**src/rtl/rf_wb_arbiter_pkg.sv**
```systemverilog
// Shared definitions for the register-file write-port arbiter.
//   XLEN_DEF  : default data width
//   DEPTH_DEF : default refill FIFO depth
//   REG_X0    : hard-wired zero register index
//   refill_t  : refill entry layout {rd, data} at the default width
package rf_wb_arbiter_pkg;

  localparam int unsigned XLEN_DEF  = 32;
  localparam int unsigned DEPTH_DEF = 2;
  localparam int unsigned RD_W      = 5;
  localparam int unsigned NREGS     = 32;

  localparam logic [RD_W-1:0] REG_X0 = 5'd0;

  typedef struct packed {
    logic [RD_W-1:0]     rd;
    logic [XLEN_DEF-1:0] data;
  } refill_t;

endpackage

```
**src/rtl/rf_wb_fifo.sv**
```systemverilog
// Synchronous FIFO buffering late load refills.
// Ports:
//   clk, RST       : clock, asynchronous active-low reset
//   push, wdata    : write request and entry (ignored when full without pop)
//   pop            : drop the head entry (ignored when empty)
//   rdata          : current head entry
//   full, empty    : occupancy flags
// Pointers carry one extra wrap bit so full and empty are distinguishable.
module rf_wb_fifo
  import rf_wb_arbiter_pkg::*;
#(
  parameter int unsigned DEPTH = DEPTH_DEF,
  parameter int unsigned W     = RD_W + XLEN_DEF
) (
  input  logic         clk,
  input  logic         RST,
  input  logic         push,
  input  logic         pop,
  input  logic [W-1:0] wdata,
  output logic [W-1:0] rdata,
  output logic         full,
  output logic         empty
);

  localparam int unsigned AW = $clog2(DEPTH);
  localparam int unsigned PW = AW + 1;

  logic [W-1:0]  mem [DEPTH];
  logic [PW-1:0] wptr;
  logic [PW-1:0] rptr;
  logic          do_push;
  logic          do_pop;

  assign empty   = (wptr == rptr);
  assign full    = (wptr == {~rptr[PW-1], rptr[AW-1:0]});
  assign do_pop  = pop && !empty;
  // A push into a full FIFO is legal when the head leaves in the same cycle.
  assign do_push = push && (!full || do_pop);
  assign rdata   = mem[rptr[AW-1:0]];

  // Storage array; contents need no reset since pointers gate visibility.
  always_ff @(posedge clk) begin
    if (do_push) mem[wptr[AW-1:0]] <= wdata;
  end

  // Pointer update.
  always_ff @(posedge clk or negedge RST) begin
    if (!RST) begin
      wptr <= '0;
      rptr <= '0;
    end else begin
      if (do_push) wptr <= wptr + PW'(1);
      if (do_pop)  rptr <= rptr + PW'(1);
    end
  end

endmodule

```
**src/rtl/rf_wb_arbiter.sv**
```systemverilog
// Register-file write-port arbiter and load-miss scoreboard.
// Ports:
//   clk, RST                    : clock, asynchronous active-low reset
//   wb_we/wb_rd/wb_data         : pipeline writeback (always wins the port)
//   miss_issue/miss_rd          : mark a destination pending on a cache miss
//   mem_valid/mem_rd/mem_data   : late refill data; mem_ready accepts it
//   dec_rs1/dec_rs2/dec_rd      : decode indices checked against busy
//   stall                       : decode must hold
//   WE3/A3/WD3                  : register file write port (combinational)
// Optional build macro: RF_WB_BYPASS_EN lets a refill skip an empty FIFO
// and write in its arrival cycle when the pipeline is not writing.
module rf_wb_arbiter
  import rf_wb_arbiter_pkg::*;
#(
  parameter int unsigned DEPTH = DEPTH_DEF,
  parameter int unsigned XLEN  = XLEN_DEF
) (
  input  logic            clk,
  input  logic            RST,
  input  logic            wb_we,
  input  logic [4:0]      wb_rd,
  input  logic [XLEN-1:0] wb_data,
  input  logic            miss_issue,
  input  logic [4:0]      miss_rd,
  input  logic            mem_valid,
  input  logic [4:0]      mem_rd,
  input  logic [XLEN-1:0] mem_data,
  output logic            mem_ready,
  input  logic [4:0]      dec_rs1,
  input  logic [4:0]      dec_rs2,
  input  logic [4:0]      dec_rd,
  output logic            stall,
  output logic            WE3,
  output logic [4:0]      A3,
  output logic [XLEN-1:0] WD3
);

  localparam int unsigned EW = RD_W + XLEN;

  logic [NREGS-1:0] busy;
  logic [NREGS-1:0] busy_set;
  logic [NREGS-1:0] busy_clr;
  logic [EW-1:0]    head;
  logic [4:0]       head_rd;
  logic [XLEN-1:0]  head_data;
  logic             fifo_full;
  logic             fifo_empty;
  logic             wb_eff;
  logic             head_grant;
  logic             byp;
  logic             push;
  logic [4:0]       ref_rd;
  logic [XLEN-1:0]  ref_data;
  logic             ref_we;

  assign head_rd   = head[EW-1 -: RD_W];
  assign head_data = head[XLEN-1:0];

  // Writes to x0 are dropped and leave the port free for refills.
  assign wb_eff     = wb_we && (wb_rd != REG_X0);
  assign head_grant = !fifo_empty && !wb_eff;

`ifdef RF_WB_BYPASS_EN
  assign byp = RST && mem_valid && fifo_empty && !wb_eff;
`else
  assign byp = 1'b0;
`endif

  assign mem_ready = RST && (!fifo_full || head_grant);
  assign push      = mem_valid && mem_ready && !byp;

  // Refill source: bypassed arrival or FIFO head; rd=0 entries retire silently.
  assign ref_rd   = byp ? mem_rd   : head_rd;
  assign ref_data = byp ? mem_data : head_data;
  assign ref_we   = (byp || head_grant) && (ref_rd != REG_X0);

  // Write-port mux, held at zero while in reset.
  always_comb begin
    WE3 = 1'b0;
    A3  = '0;
    WD3 = '0;
    if (RST) begin
      if (wb_eff) begin
        WE3 = 1'b1;
        A3  = wb_rd;
        WD3 = wb_data;
      end else if (ref_we) begin
        WE3 = 1'b1;
        A3  = ref_rd;
        WD3 = ref_data;
      end
    end
  end

  rf_wb_fifo #(
    .DEPTH (DEPTH),
    .W     (EW)
  ) u_fifo (
    .clk   (clk),
    .RST   (RST),
    .push  (push),
    .pop   (head_grant),
    .wdata ({mem_rd, mem_data}),
    .rdata (head),
    .full  (fifo_full),
    .empty (fifo_empty)
  );

  // Scoreboard masks; a same-cycle set overrides the clear.
  always_comb begin
    busy_set = '0;
    busy_clr = '0;
    if (miss_issue && (miss_rd != REG_X0)) busy_set = NREGS'(1) << miss_rd;
    if (ref_we)                            busy_clr = NREGS'(1) << ref_rd;
  end

  always_ff @(posedge clk or negedge RST) begin
    if (!RST) busy <= '0;
    else      busy <= ((busy & ~busy_clr) | busy_set) & ~NREGS'(1);
  end

  assign stall = RST && (busy[dec_rs1] || busy[dec_rs2] || busy[dec_rd]);

endmodule

```
**config.mk**
```make
export PLATFORM = sky130hd
export DESIGN_NAME = rf_wb_arbiter
export DESIGN_NICKNAME = d
export VERILOG_FILES = /design/src/rtl/rf_wb_arbiter_pkg.sv /design/src/rtl/rf_wb_fifo.sv /design/src/rtl/rf_wb_arbiter.sv
export SDC_FILE = /design/constraint.sdc
export NUM_CORES = 1
export LEC_CHECK = 0
export ABC_AREA = 1
export CORE_MARGIN = 5
export CORE_UTILIZATION = 46
export CTS_BUF_LIST = sky130_fd_sc_hd__clkbuf_16
export CTS_CLUSTER_DIAMETER = 100
export CTS_CLUSTER_SIZE = 24
export DETAILED_ROUTE_END_ITERATION = 7
export GPL_TIMING_DRIVEN = 0
export MAX_ROUTING_LAYER = met4
export PLACE_DENSITY = 0.76
export SYNTH_ARGS = -nofsm -noshare
export SYNTH_HDL_FRONTEND = slang
export SYNTH_SLANG_ARGS = --single-unit
```
**constraint.sdc**
```tcl
create_clock -name clk -period 2.8 [get_ports clk]
set_input_delay 0.56 -clock clk [delete_from_list [all_inputs] [get_ports clk]]
set_output_delay 0.56 -clock clk [all_outputs]
set_load 0.01 [all_outputs]
```
; ---- Word-level counts from Yosys, hierarchy flattened
; Memories as Yosys holds them, arrays and structs flattened.
; Cells that the tools add are included.
[op_classes]
n_addsub = 2
magnitude_cmp = 3
bitwise_logic = 4
n_reduce_logical = 19
n_mux = 19
eq_ne = 2
shifts = 2
[op_table]
columns = cell, n
row1 = $mux 32, 5
row2 = $shl 1x5->32 const A, 2
row3 = $and 32x32->32, 1
row4 = $not 32->32, 1
row5 = $or 32x32->32, 1
row6 = $lt 5x6->1 const B, 3
row7 = $bmux 1 s5, 3
row8 = $mux 5, 3
row9 = $reduce_bool 5->1, 3
row10 = $logic_and 1x1->1, 9
row11 = $mux 1, 8
row12 = $add 2x1->2 const B, 2
row13 = $eq 2x2->1, 2
row14 = $logic_or 1x1->1, 4
row15 = $logic_not 1->1, 3
row16 = $not 1->1, 1
[totals]
output_inout_bits = 40
wordCells = 55
n_memories = 1
ramBits = 74
regBits = 35
[memory_table]
columns = name, words, width, read_ports, rd_ports_with_merged_regs, write_ports, line_no
row1 = u_fifo.mem, 2, 37, 1, 0, 1, rf_wb_fifo.sv:28  ; logic [W-1:0] mem [DEPTH];

; ---- Logic depth before layout (Yosys ltp)
[depth]
ltp_word = 10
depth_mapped = 13
ltp_nobuf = 11

; ---- Cells and area by module
; A second synthesis with hierarchy kept.
[hier_totals]
cells_unflattened = 774
hier_area_um2 = 6139.6
[modules_own_cells]
columns = module, area_per_inst_um2, n_inst, cells_each
row1 = rf_wb_arbiter, 3191.8, 1, 542
row2 = rf_wb_fifo, 2947.8, 1, 232

; ---- Worst setup path after synthesis
; OpenSTA, ideal clock, no wires.
[synth_timing]
path_type = input-to-reg
start = input wb_rd[1]
end = memory u_fifo.mem[1][0] (netlist bit) (enable)
setup_ns = 0.434
required_ns = 2.366
setup_slack_ns = -0.584
path_stages = 7
t_arrival_ns = 2.950
path_cell_list = nor2_1 nand3b_1 nand2_1 nor2_1 a21oi_1 nand2_1 nor2_1
[synth_between]
elab_chain_len = 10
word_cells_on_any_way = 12
[synth_lines]
columns = element, line_no
row1 = start: declaration, rf_wb_arbiter.sv:21  ; input logic [4:0] wb_rd,
row2 = $reduce_bool 5->1, rf_wb_arbiter.sv:60  ; assign wb_eff = wb_we && (wb_rd != REG_X0);
row3 = $logic_and 1x1->1, rf_wb_arbiter.sv:60
row4 = $logic_not 1->1, rf_wb_arbiter.sv:61  ; assign head_grant = !fifo_empty && !wb_eff;
row5 = $logic_and 1x1->1, rf_wb_arbiter.sv:61
row6 = $logic_or 1x1->1, rf_wb_arbiter.sv:69  ; assign mem_ready = RST && (!fifo_full || head_grant);
row7 = $logic_and 1x1->1, rf_wb_arbiter.sv:69
row8 = via mem_ready, rf_wb_arbiter.sv:28  ; output logic mem_ready,
row9 = $logic_and 1x1->1, rf_wb_arbiter.sv:70  ; assign push = mem_valid && mem_ready && !byp;
row10 = $logic_and 1x1->1, rf_wb_fifo.sv:38  ; assign do_push = push && (!full || do_pop);
row11 = $mux 1, rf_wb_fifo.sv:43  ; if (do_push) mem[wptr[AW-1:0]] <= wdata;
row12 = $mux 1 (implied by the code), rf_wb_fifo.sv:43
row13 = end: declaration, rf_wb_fifo.sv:28
; The timed path passes the listed nets, and every way through them passes these cells.

; ---- Worst setup path after layout
[layout_timing]
start = register u_fifo.rptr[0]
end = output WD3[7]
[layout_between]
elab_chain_len = 7
word_cells_on_any_way = 9
[layout_lines]
columns = element, line_no
row1 = start: declaration, rf_wb_fifo.sv:30  ; logic [PW-1:0] rptr;
row2 = start signal: assignment, rf_wb_fifo.sv:53  ; if (do_pop) rptr <= rptr + PW'(1);
row3 = branches (longest 4 deep; another with $mem_v2 2x37), -
row4 = $mux 32 (*), rf_wb_arbiter.sv:87  ; end else if (ref_we) begin
row5 = $mux 32 (*), rf_wb_arbiter.sv:83  ; if (wb_eff) begin
row6 = $mux 32 (*), rf_wb_arbiter.sv:82  ; if (RST) begin
row7 = end: declaration, rf_wb_arbiter.sv:35  ; output logic [XLEN-1:0] WD3
; Every way passes the cells marked *.

==> flow_summary.toml <==
[sta]
tightest_slew_ns = 0.843
setup_viol = 8
holdWs_ns = 0.170
setup_slack_ns = -0.0205
hold_viol_final = 0
finalCritPeriodShare_pct = 101
fin_crit_ns = 2.82
report.final.slew_viol_count = 0
fmax_ghz = 0.355
slew_headroom_pct = 43.8
rsz0062_at_grt = "yes"
skew_ns = 0.0101

[final_layout]
final_util_pct = 62.3
stdcell_count = 1031
final_nets = 949
antenna_cells = 0
layout-drive-gt1-share_pct = 24.7
area_growth_pct = 33.4

[synthesis]
synth_nets = 786
ys_types = 38
mappedNetlistArea_sq_mm = 0.00613
yosysTopAreaCellShare_pct = 36.2
ys_seq_area_share_pct = 50.5
synthTopCellsByArea = "edfxtp_1, dfrtp_1, nand2_1"
synth-edff-count = 74
synthArstFlopShare_pct = 32.1
ys_seq_elements = 109
avgSynthCellArea_sq_um = 8.92
yosysTopAreaCell = "edfxtp_1"
synth_flop_cell = "edfxtp_1"
netlist_instances = 687
ys_warn_count = 0

[worst_setup_path]
critPathLaunchType = "register"
worstPathRequired_ns = 2.24
end_kind = "output port"
critPathArrivalTime_ns = 2.26
worstRegToRegCells = 11
crit_type = "register to output port"
cp_max_fo = 6

[floorplanning]
die_w_um = 125
initial_core_util_pct = 46.7
coreArea_sq_mm = 0.0131
ioPinCount = 139
fp.dieH_um = 125
row_count = 42
die_area_sq_mm = 0.0157

[detailed_routing]
drcViolationCount = 0
num_vias = 5622
met1Wirelength_mm = 7.46
first_pass_iters = 5
drt_iter0_drc = 412
drt-wirelength-per-cell_um = 18.3
detail_route.vias_per_cell = 5.45
ant_nets = 0
wl_met3_mm = 1.20
top_layer = "met4"
wirelength_mm = 18.8
wl_met2_mm = 9.43

[cts]
cts_root_buf = "clkbuf_16"
cts_hold_buf = 0
cts_buffers = 9
clkSinkCount = 109
htree_levels = 3
clk_pin_slew_worst_paths_ns = 0.07
cts_tree = "yes"
clk_path_buf_depth = 2
worst_skew_pair.late_latency_ns = 0.35

[global_route]
globalRouteTotalUtil_pct = 24.0
antenna_found_initial = 0
overflow = 0
grt_max_degree = 38
grt_pass1_wl_mm = 29.1
grt_pass1_vias = 5643

[power_and_ir_drop]
powerDensity_mw_per_mm2 = 877
peakVddDrop_mv = 0.436
leakagePower_nw = 3.35

[place]
dp.cells = 997
gp_congestion = 0.950
dp_slack_ns = -0.760
place_hpwl_mm = 13.9
portBuffers = 132

[run_status]
violations = "negative setup slack"
status = "complete, but fails checks"

[hold_path]
hp-class = "primary input to asynchronous set/reset pin"

[run]
maxCapViolations = 0
## cells by family (layout without fill, tap and decap cells)
logic type	Yosys count	count (layout)	synth area share, %
AOI/OAI and AO/OA	136	136	16.9
buffers and inverters	93	261	6.61
and+or+nand+nor	344	344	25.3
xor gates and xnor gates	5	5	0.714
DFF	109	109	50.5
## worst max-delay path, cell delays in order (launching register included)
cell       delay (ns)
dfrtp_1          0.40
inv_2            0.06
buf_6            0.13
or2_4            0.24
o21ai_4          0.08
nand2_4          0.08
nor2_4           0.16
nand2_4          0.08
nand2_8          0.11
clkinv_8         0.09
clkbuf_16        0.17
o211ai_2         0.07
a21oi_2          0.07
buf_2            0.17
## worst paths after layout
path | slack (ns) | from | endpoint
setup / recovery | -0.02 | u_fifo.rptr[0] | WD3[7]
hold / removal | 0.17 | RST | u_fifo.rptr[1]
setup reg to reg | 0.63 | u_fifo.rptr[0] | busy[19]
hold reg to reg | 0.50 | u_fifo.rptr[1] | u_fifo.rptr[1]
max in group asynchronous | 2.28 | RST | busy[1]
min in group clk | 0.50 | u_fifo.rptr[1] | u_fifo.rptr[1]
## area by class of cell
cell class,count,area (sq um)
Fill cell,1118,4960
Clock inverter,6,60.1
Timing Repair inverter,2,13.8
Clock buffer,10,250
Inverter,59,244
Multi-Input combinational cell,485,2740
Sequential cell,109,3100
Timing Repair Buffer,152,1350
Tap cell,176,220
Buffer,32,205
## placed cells by master, fill, tap and decap left out, types with 14 or more instances in the layout
cell / Yosys / final
buf_2: 4 / 34
inv_1: 53 / 52
nand2_1: 188 / 185
o21ai_1: 14 / 14
nand3_1: 80 / 80
or2_2: 33 / 33
buf_4: 2 / 19
clkdlybuf4s50_1: 0 / 89
a21oi_2: 27 / 27
edfxtp_1: 74 / 74
o211ai_2: 27 / 23
o21ai_0: 43 / 43
dfrtp_1: 35 / 35
clkbuf_2: 0 / 17
## per-layer routing
layer,GRT usage (%),vias to the layer above
met5,-,-
met4,10.1,0
met3,4.52,50
met2,39.0,248
met1,29.3,2658
li1,-,2666
## registers in the layout (all words and copies together), names as in the netlist
signal and cells:
u_fifo.mem 74, busy 31, u_fifo.rptr 2, u_fifo.wptr 2
## synth_stat cells (3+ instances only)
master,n
o211ai_1,6
edfxtp_1,74
or2_1,3
a21oi_2,27
xor2_1,3
nand2_1,188
a21oi_1,13
o21ai_0,43
o211ai_2,27
nor2_1,14
dfrtp_1,35
buf_2,4
nand2_2,6
o21ai_1,14
or2_2,33
inv_2,3
nor3_1,12
clkbuf_1,21
buf_1,3
nand3_1,80
inv_1,53
## report_power, final
group | total [mW] | switching [mW] | leakage [nW] | internal [mW]
Combinational | 3.25 | 1.89 | 2.09 | 1.36
Clock | 1.31 | 0.563 | 0.161 | 0.748
Sequential | 2.62 | 0.472 | 1.10 | 2.15
Total | 7.18 | 2.92 | 3.35 | 4.25
## per-stage QoR
step	instance area (sq um)	total power, mW	setup TNS [ns]
after floorplan	6140	4.34	0
after global placement	7680	5.43	-206.50
after detailed placement	7720	5.52	-26.32
after CTS	8060	6.97	-0.457
after global routing	8180	7.57	-3.15
final	8180	7.18	-0.0485
## repair_timing
item,4_1_cts,5_1_grt
setup buffers,8,8
cloned,2,2
pin swaps,7,12
endpoints found under the hold margin,0,0
gates resized for setup,163,31
setup endpoints to repair,40,37
Note: power is estimated with default switching activity, not from simulation.
